File: src/rtl/seq_detect_param.sv
// Serial pattern detector with runtime-loadable pattern, length and overlap mode.
// Mealy match pulse plus registered copy, saturating match counter and cfg error pulse.
module seq_detect_param #(
    parameter int                 MAX_LEN     = 8,
    parameter int                 CNT_W       = 8,
    parameter logic [MAX_LEN-1:0] DEFAULT_PAT = MAX_LEN'(8'b0000_1010),
    parameter int                 DEFAULT_LEN = 4,
    parameter bit                 DEFAULT_OVL = 1'b1,
    parameter int                 LEN_W       = $clog2(MAX_LEN + 1)
) (
    input  logic               clk,
    input  logic               rst,
    input  logic               data_in,
    input  logic               data_valid,
    input  logic               cfg_we,
    input  logic [MAX_LEN-1:0] cfg_pat,
    input  logic [LEN_W-1:0]   cfg_len,
    input  logic               cfg_ovl,
    input  logic               cnt_clr,
    output logic               data_out,
    output logic               data_out_q,
    output logic [CNT_W-1:0]   match_count,
    output logic               cfg_err
);

    logic [MAX_LEN-1:0] r_hist;
    logic [LEN_W-1:0]   r_fill;
    logic [MAX_LEN-1:0] r_pat;
    logic [LEN_W-1:0]   r_len;
    logic               r_ovl;
    logic [CNT_W-1:0]   r_count;
    logic               r_out_q;
    logic               r_cfg_err;

    logic               w_cfg_ok;
    logic [MAX_LEN-1:0] w_cand;
    logic [MAX_LEN-1:0] w_mask;
    logic               w_match;

    assign w_cfg_ok = cfg_we && (cfg_len >= LEN_W'(2)) && (cfg_len <= LEN_W'(MAX_LEN));
    assign w_cand   = {r_hist[MAX_LEN-2:0], data_in};

    // Only the low L pattern bits take part in the comparison.
    // NOTE: every always_comb output gets a default before any conditional logic so no latch is inferred.
    always_comb begin
        w_mask = '0;
        for (int i = 0; i < MAX_LEN; i++) begin
            w_mask[i] = (i < int'(r_len));
        end
    end

    assign w_match = data_valid && !cfg_we && !rst
                     && (r_fill >= (r_len - LEN_W'(1)))
                     && (((w_cand ^ r_pat) & w_mask) == '0);

    // NOTE: sequential state uses non-blocking assignments so every register samples pre-edge values.
    always_ff @(posedge clk) begin
        if (rst) begin
            r_hist    <= '0;
            r_fill    <= '0;
            r_pat     <= DEFAULT_PAT;
            r_len     <= LEN_W'(DEFAULT_LEN);
            r_ovl     <= DEFAULT_OVL;
            r_count   <= '0;
            r_out_q   <= 1'b0;
            r_cfg_err <= 1'b0;
        end else begin
            r_out_q   <= w_match;
            r_cfg_err <= cfg_we && !w_cfg_ok;

            if (w_cfg_ok) begin
                r_pat  <= cfg_pat;
                r_len  <= cfg_len;
                r_ovl  <= cfg_ovl;
                r_hist <= '0;
                r_fill <= '0;
            end else if (data_valid) begin
                r_hist <= w_cand;
                // Non-overlapping mode restarts the fill so matched bits are never reused.
                if (w_match && !r_ovl) begin
                    r_fill <= '0;
                end else if (r_fill < r_len) begin
                    r_fill <= r_fill + LEN_W'(1);
                end
            end

            if (cnt_clr) begin
                r_count <= '0;
            end else if (w_match && (r_count != '1)) begin
                r_count <= r_count + CNT_W'(1);
            end
        end
    end

    assign data_out    = w_match;
    assign data_out_q  = r_out_q;
    assign match_count = r_count;
    assign cfg_err     = r_cfg_err;

endmodule

File: config.mk
export PLATFORM = sky130hd
export DESIGN_NAME = seq_detect_param
export DESIGN_NICKNAME = d
export VERILOG_FILES = /design/src/rtl/seq_detect_param.sv
export SDC_FILE = /design/constraint.sdc
export NUM_CORES = 1
export LEC_CHECK = 0
export CORE_ASPECT_RATIO = 1.75
export CORE_UTILIZATION = 45
export CTS_BUF_LIST = sky130_fd_sc_hd__clkbuf_8
export CTS_CLUSTER_DIAMETER = 30
export DETAILED_ROUTE_END_ITERATION = 16
export PLACE_DENSITY = 0.68
export SYNTH_ARGS = -nofsm -noshare
export SYNTH_HDL_FRONTEND = slang
export SYNTH_SLANG_ARGS = --single-unit
File: constraint.sdc
create_clock -name clk -period 3.6 [get_ports clk]
set_clock_uncertainty 0.15 [all_clocks]
set_input_delay 1.08 -clock clk [delete_from_list [all_inputs] [get_ports clk]]
set_output_delay 1.08 -clock clk [all_outputs]
set_load 0.02 [all_outputs]
After elaboration in Yosys (flattened, before gate mapping). Index checks and enable logic that the tools add are counted.

Eq/ne operators: 1. Mux-type cells: 2. $add $sub $neg: 3. Bitwise gates (word level): 2. Magnitude comparators: 12. Reduce and logical (&&, ||, !) cells: 18.

Operators by type and width (number): 3-bit by 4-bit < comparator with 1-bit output (first input constant) (4); 1-bit logical AND (9); 8-bit by 1-bit adder with 8-bit output (second input constant) (1); 8-bit AND (1); 8-bit logical NOT (1); 1-bit by 4-bit < comparator with 1-bit output (first input constant) (2); 2-bit by 4-bit < comparator with 1-bit output (first input constant) (2); 4-bit two-way mux (2); 8-bit != test (second input constant) (1); 8-bit bitwise XOR (1); 4-bit by 1-bit adder with 4-bit output (second input constant) (1); 4-bit by 2-bit greater-or-equal comparator with 1-bit output (second input constant) (1); 4-bit greater-or-equal comparator (1); 4-bit <= comparator (second input constant) (1); 1-bit logical NOT (4); 4-bit < comparator (1); 2-bit OR reduction (2); 4-bit by 1-bit subtractor with 4-bit output (second input constant) (1); 2-bit AND reduction (1); 2-bit nonzero test (1).

Word-level logic and storage cells: 46. Flip-flop bits (word level): 34. Bits of input ports: 19. Output and inout port bits: 11.

Logic depth before layout (Yosys ltp). Gate-level depths: netlist (run 1).

Depth in word-level cells: 8. Mapped depth: 10. Gate-level depth less buffers: 9.

Worst setup path before layout (run 1). Ideal clock, no wire load.

Path type: input to output. Start: in cfg_we. End: out data_out. Cell stages on the path: 5. Slack: 0.246 ns. Data required time: 2.370 ns. Data arrival time: 2.124 ns. Cell sequence: buf_4 nor4b_2 nand3_2 buf_6 nor2_1.

Cells in the longest elaborated chain, start to end: 5.

Ends and longest elaborated chain: from (decl) (line 15) `input logic cfg_we,`; 1-bit logical NOT (line 52) `assign w_match = data_valid && !cfg_we && !rst`; 1-bit logical AND (2 in a row) (line 52); 1-bit logical AND (line 53) `&& (r_fill >= (r_len - LEN_W'(1)))`; 1-bit logical AND (line 54) `&& (((w_cand ^ r_pat) & w_mask) == '0);`; to (decl) (line 20) `output logic data_out,`.

Every way passes these cells.

Final worst setup path (run 1). Same ends and word-level chain as after synthesis.

==> results of run 1 <==
-- worst min path at each step --
stage                         startpoint        endpoint  slack (ps)
after floorplan                 r_pat[3]        r_pat[3]         310
after global placement             r_ovl           r_ovl         330
after detailed placement           r_ovl           r_ovl         330
after CTS                 match_count[5]  match_count[5]         340
after global routing               r_ovl           r_ovl         380
final                     match_count[5]  match_count[5]         340
-- final cells by class --
cell class              count  area [um^2]
clock buffers               6         82.6
fillers                   383         1720
inverters                   8         30.0
multi-input cells         156         1170
flip-flops and latches     34          683
well taps                  49         61.3
repair buffers             40          368
-- power by group through the flow --
stage | Clock (W) | Sequential [W] | Combinational, W
after floorplan | 0 | 0.000406 | 0.0000845
after global placement | 0 | 0.000407 | 0.000130
after detailed placement | 0 | 0.000407 | 0.000131
after CTS | 0.000283 | 0.000399 | 0.000132
after global routing | 0.000297 | 0.000400 | 0.000144
final | 0.000278 | 0.000399 | 0.000130
-- synthesized netlist by cell type (2+ instances only) --
| library cell | number | area, um^2 |
|---|---|---|
| nor4b_2 | 2 | 30.0 |
| dfxtp_1 | 34 | 681 |
| ha_1 | 13 | 163 |
| a21boi_1 | 2 | 15.0 |
| mux2i_1 | 19 | 190 |
| xnor2_1 | 6 | 52.6 |
| clkbuf_1 | 3 | 11.3 |
| buf_2 | 2 | 10.0 |
| o21ai_0 | 5 | 25.0 |
| nor3_1 | 4 | 20.0 |
| or4_1 | 2 | 15.0 |
| xor2_1 | 5 | 43.8 |
| nand3_1 | 4 | 20.0 |
| a21oi_1 | 8 | 40.0 |
| nand4_1 | 3 | 18.8 |
| buf_6 | 2 | 22.5 |
| inv_1 | 8 | 30.0 |
| nand3b_1 | 2 | 15.0 |
| a211o_1 | 3 | 26.3 |
| o311a_1 | 2 | 20.0 |
| and3_1 | 3 | 18.8 |
| o31ai_1 | 3 | 22.5 |
| nor4_1 | 3 | 18.8 |
| nand2_1 | 12 | 45.0 |
| nor2_1 | 24 | 90.1 |
| nand2b_1 | 2 | 12.5 |
| or3_1 | 6 | 37.5 |
| buf_4 | 2 | 15.0 |
-- kinds of logic after synthesis --
family                     after synthesis  share of synthesized area
and+or+nand+nor                         76                      0.221
DFF                                     34                      0.352
muxes                                   19                     0.0983
buffers and inverters                   17                     0.0459
xor gates and xnor gates                11                     0.0498
AOI/OAI and AO/OA                       37                      0.149
adders and majority gates               13                     0.0841
-- flip-flops by register name, indices dropped and copies added, names as in the netlist --
register / cells
r_hist: 7
r_len: 4
data_out_q: 1
r_pat: 8
match_count: 8
cfg_err: 1
r_ovl: 1
r_fill: 4
-- through the flow --
step           utilization  hold WS (ps)
2_1_floorplan            -           306
3_3_place_gp         0.562           325
3_5_place_dp         0.562           333
4_1_cts              0.581           344
5_1_grt              0.582           378
6_report             0.582           344
-- worst max-delay path, stage by stage --
cell and delay [ps]:
clkdlybuf4s50_1 460, nor4b_2 310, nand3_2 110, nor2_1 150, buf_2 190
-- metal layers --
metal	up-vias	wire, um	global-route usage
met5	-	0	0
met4	0	87	0.0934
met3	7	84	0.0275
met2	25	2340	0.403
met1	765	1670	0.198
li1	826	-	-
-- repair_timing --
item	in CTS	in global routing
setup endpoints to repair	1	1
gates resized for setup	4	3
pin swaps	1	1
buffers inserted	0	0
==> flow_summary.ini, run 1 <==
[sta]
setup_tns_ps = 0
hold_viol = 0
setup_violations = 0
worst_slew_pin_slew_ps = 644
rsz0062_at_grt = no
slew_violations = 0
max-slew-margin-rel = 0.569
fin_crit_sh = 0.982
timing.fmax_mhz = 283
finalWorstSetupSlack_ps = 66.6
fin_crit_ps = 3530

[floorplan]
die_area_um2 = 4570
io_pins = 30
core_area_um2 = 4110
start_util = 0.470
die_w_um = 51.6
die_y_um = 88.7
fp-row-count = 31

[clocking]
hold_buffers = 0
insertion_delay_ps = 280
cts_tree = yes
cts.htree.levels = 2
cts.sinks = 34
root_buffer = clkbuf_8
cts_made_buffers = 5
cts.clk_slew.worst_paths_ps = 70
clockBufferDepth = 2

[status]
status = finished clean

[setup_path]
endpoint_kind = primary output
start_kind = input pin
r2r_slack_ps = 940
path_max_fanout = 2
critPathRequiredTime_ps = 2370
crit_end = data_out
reg2reg_depth = 10
timing.rr.start = r_len[0]
cp_data_arrival_time_ps = 2300
path_class = in2out
r2r-end = match_count[6]
crit_start = cfg_we

[routing]
vias = 1623
drtIter0Drc = 35
avgViaCountPerCell = 5.54
dr.pass1.iters = 4
avgRoutedWirePerCell_um = 14.3
ant_nets = 0
drc = 0
wl_mm = 4.18

[placed_design]
dp_cells = 287
pre_cts_slack_ps = -381
place_hpwl_mm = 3.20
dpl_cell_area_um2 = 2310
port_buffers = 29
gp_congestion = 0.788

[layout]
fin_cells = 293
final_cell_area_um2 = 2390
diodes = 0
drive_above_1_share = 0.135
final_common_cell = dfxtp_1
final_nets = 277
area_delta_synth_final_pct = 23.7
final_cell_mix = 32 x dfxtp_1, 28 x clkdlybuf4s50_1, 24 x nor2_1

[logic_synthesis]
synth_fp_nets = 239
ys_seq_elements = 34
syn_avg_cell_area_um2 = 9.34
synth_warnings = 0
ys_types = 51
syn_area_um2 = 1930
async_flop_share = 0
ys_dominant_reg_cell = dfxtp_1
synth_edf_count = 0
synth_seq_area_share = 0.352
synthCells = 207

[grt]
grt_max_degree = 20
overflow = 0
grt_antenna_before_repair = 0
grt_pass1_wl_mm = 6.91
gr-usage-all-layers = 0.203
grt_pass1_vias = 1529

[hold_path]
hold_class = reg2reg
min_path_cells = 2

[power]
p_comb_frac = 0.161
switching_share = 0.253
finalPower_w = 0.000807
p_switching_w = 0.000204
cellPowerDensity_nw_per_um2 = 337
p_int_w = 0.000603
vdd_drop_max_mv = 0.269
leakage_nw = 0.959
power.share.clock = 0.345
p_seq_frac = 0.494

[flow_run]
maxCapViolCount = 0
Note: power is estimated with default switching activity, not from simulation.
==> inputs of run 2 (changes only) <==
--- a/config.mk
+++ b/config.mk
@@ -5,12 +5,15 @@
 export SDC_FILE = /design/constraint.sdc
 export NUM_CORES = 1
 export LEC_CHECK = 0
+export CAP_MARGIN = 20
 export CORE_ASPECT_RATIO = 1.75
+export CORE_MARGIN = 3
 export CORE_UTILIZATION = 45
 export CTS_BUF_LIST = sky130_fd_sc_hd__clkbuf_8
 export CTS_CLUSTER_DIAMETER = 30
 export DETAILED_ROUTE_END_ITERATION = 16
 export PLACE_DENSITY = 0.68
+export SLEW_MARGIN = 10
 export SYNTH_ARGS = -nofsm -noshare
 export SYNTH_HDL_FRONTEND = slang
 export SYNTH_SLANG_ARGS = --single-unit
==> flow_summary.ini, run 2 (synthesis results as in run 1) <==
[status]
status = finished clean

[grt]
grt_pass1_vias = 1573
grt_antenna_before_repair = 0
overflow = 0
gr-usage-all-layers = 0.180
grt-busiest-layer = met2
use_met2 = 0.349
grtUsageMet1 = 0.178
grt_pass1_wl_mm = 7.28
gr-usage-met3 = 0.0446
grt_max_degree = 20

[layout]
drive_above_1_share = 0.134
diodes = 0
final_common_cell = dfxtp_1
fill_cells = 362
fin_cells = 294
area_delta_synth_final_pct = 24.2
final_cell_mix = 34 x dfxtp_1, 28 x clkdlybuf4s50_1, 23 x nor2_1
final_nets = 277

[placed_design]
dp_cells = 286
gp_congestion = 0.777
place_hpwl_mm = 3.26
port_buffers = 29
pre_cts_slack_ps = -394

[setup_path]
start_kind = input pin
cp_cell_sequence = clkdlybuf4s50_1, nor4b_2, nand3_2, nor2_2, buf_4
endpoint_kind = primary output
r2r-end = match_count[6]
worst-path-stages = 5
cp.buffers_inverters = 2
cp_top_family = buffers and inverters
crit_start = rst
reg2reg_depth = 10
timing.rr.start = r_len[0]
crit_path_top_delay_cell = clkdlybuf4s50_1
r2r_slack_ps = 890
critPathRequiredTime_ps = 2370
cp_slowest_stage_delay_ps = 450
path_max_fanout = 2
cp_data_arrival_time_ps = 2260
path_class = in2out

[hold_path]
hold_class = reg2reg
holdCritStartpoint = match_count[5]
holdPathEnd = match_count[5]
min_path_cells = 2

[power]
vdd_drop_max_mv = 0.375
leakage_nw = 0.967
cellPowerDensity_nw_per_um2 = 341

[routing]
drc = 0
avgRoutedWirePerCell_um = 14.3
dr.pass1.iters = 4
wl_mm = 4.21
drtIter0Drc = 33
vias = 1602
avgViaCountPerCell = 5.45
ant_nets = 0

[clocking]
hold_buffers = 0
cts_made_buffers = 5
cts_tree = yes
cts.sinks = 34
clockBufferDepth = 2
insertion_delay_ps = 280
cts.clk_slew.worst_paths_ps = 70
cts.htree.levels = 2
cts_setup_buffers = 0
root_buffer = clkbuf_8

[floorplan]
io_pins = 30
fp-row-count = 30
die_y_um = 92.7
core_area_um2 = 4020
die_area_um2 = 5150
start_util = 0.482
die_w_um = 55.6

[sta]
max-slew-margin-rel = 0.584
fin_crit_sh = 0.970
rsz0062_at_grt = no
worst_slew_pin_slew_ps = 621
timing.fmax_mhz = 286
slew_violations = 0
setup_violations = 0
finalWorstSetupSlack_ps = 107
fin_crit_ps = 3490
hold_viol = 0

[flow_run]
maxCapViolCount = 0
run 2: worst max path at each step:
stage          endpoint  slack [ps]
6_report       data_out         110
4_1_cts        data_out          20
3_3_place_gp   data_out        -380
5_1_grt        data_out           9
2_1_floorplan  data_out         250
3_5_place_dp   data_out        -390
run 2: layout make-up:
class | instances | area [um^2] | area share
Inverter | 8 | 30.0 | 0.0125
Multi-Input combinational cell | 156 | 1170 | 0.487
Clock buffer | 6 | 82.6 | 0.0344
Tap cell | 48 | 60.1 | 0.0250
Timing Repair Buffer | 40 | 370 | 0.154
Sequential cell | 34 | 681 | 0.283
Clock inverter | 2 | 8.76 | 0.00365
run 2: stage by stage:
step | setup TNS [ps] | cell area [um^2] | total power [W] | utilization | hold WS, ps
2_1_floorplan | 0 | 1930 | 0.000490 | - | 306
3_3_place_gp | -378 | 2310 | 0.000537 | 0.575 | 328
3_5_place_dp | -394 | 2310 | 0.000540 | 0.575 | 336
4_1_cts | 0 | 2390 | 0.000827 | 0.596 | 347
5_1_grt | 0 | 2400 | 0.000865 | 0.598 | 389
6_report | 0 | 2400 | 0.000819 | 0.598 | 346
run 2: where the power goes:
group	switching, W	internal [W]
registers	0.0000103	0.000388
logic	0.0000645	0.0000682
clock network	0.000137	0.000151
run 2: repair_timing:
action,4_1_cts,5_1_grt
resized for setup,4,3
pin swaps,1,1
setup endpoints to repair,1,1
hold endpoints to repair,0,0
run 2: metal layers:
layer,up-vias,wire length [um]
met5,-,0
met4,0,78
met3,7,141
met2,34,2350
met1,735,1650
li1,826,-
run 2: worst min-delay path, stage by stage, from the launching register on:
cell and delay [ps]:
dfxtp_1 340, nand2_1 60, mux2i_1 50
==> inputs of run 3 (changes only) <==
--- a/config.mk
+++ b/config.mk
@@ -7,7 +7,6 @@
 export LEC_CHECK = 0
 export CAP_MARGIN = 20
 export CORE_ASPECT_RATIO = 1.75
-export CORE_MARGIN = 3
 export CORE_UTILIZATION = 45
 export CTS_BUF_LIST = sky130_fd_sc_hd__clkbuf_8
 export CTS_CLUSTER_DIAMETER = 30
==> results of run 3 <==
The final DEF is identical to that of run 1; final timing and power are the same.
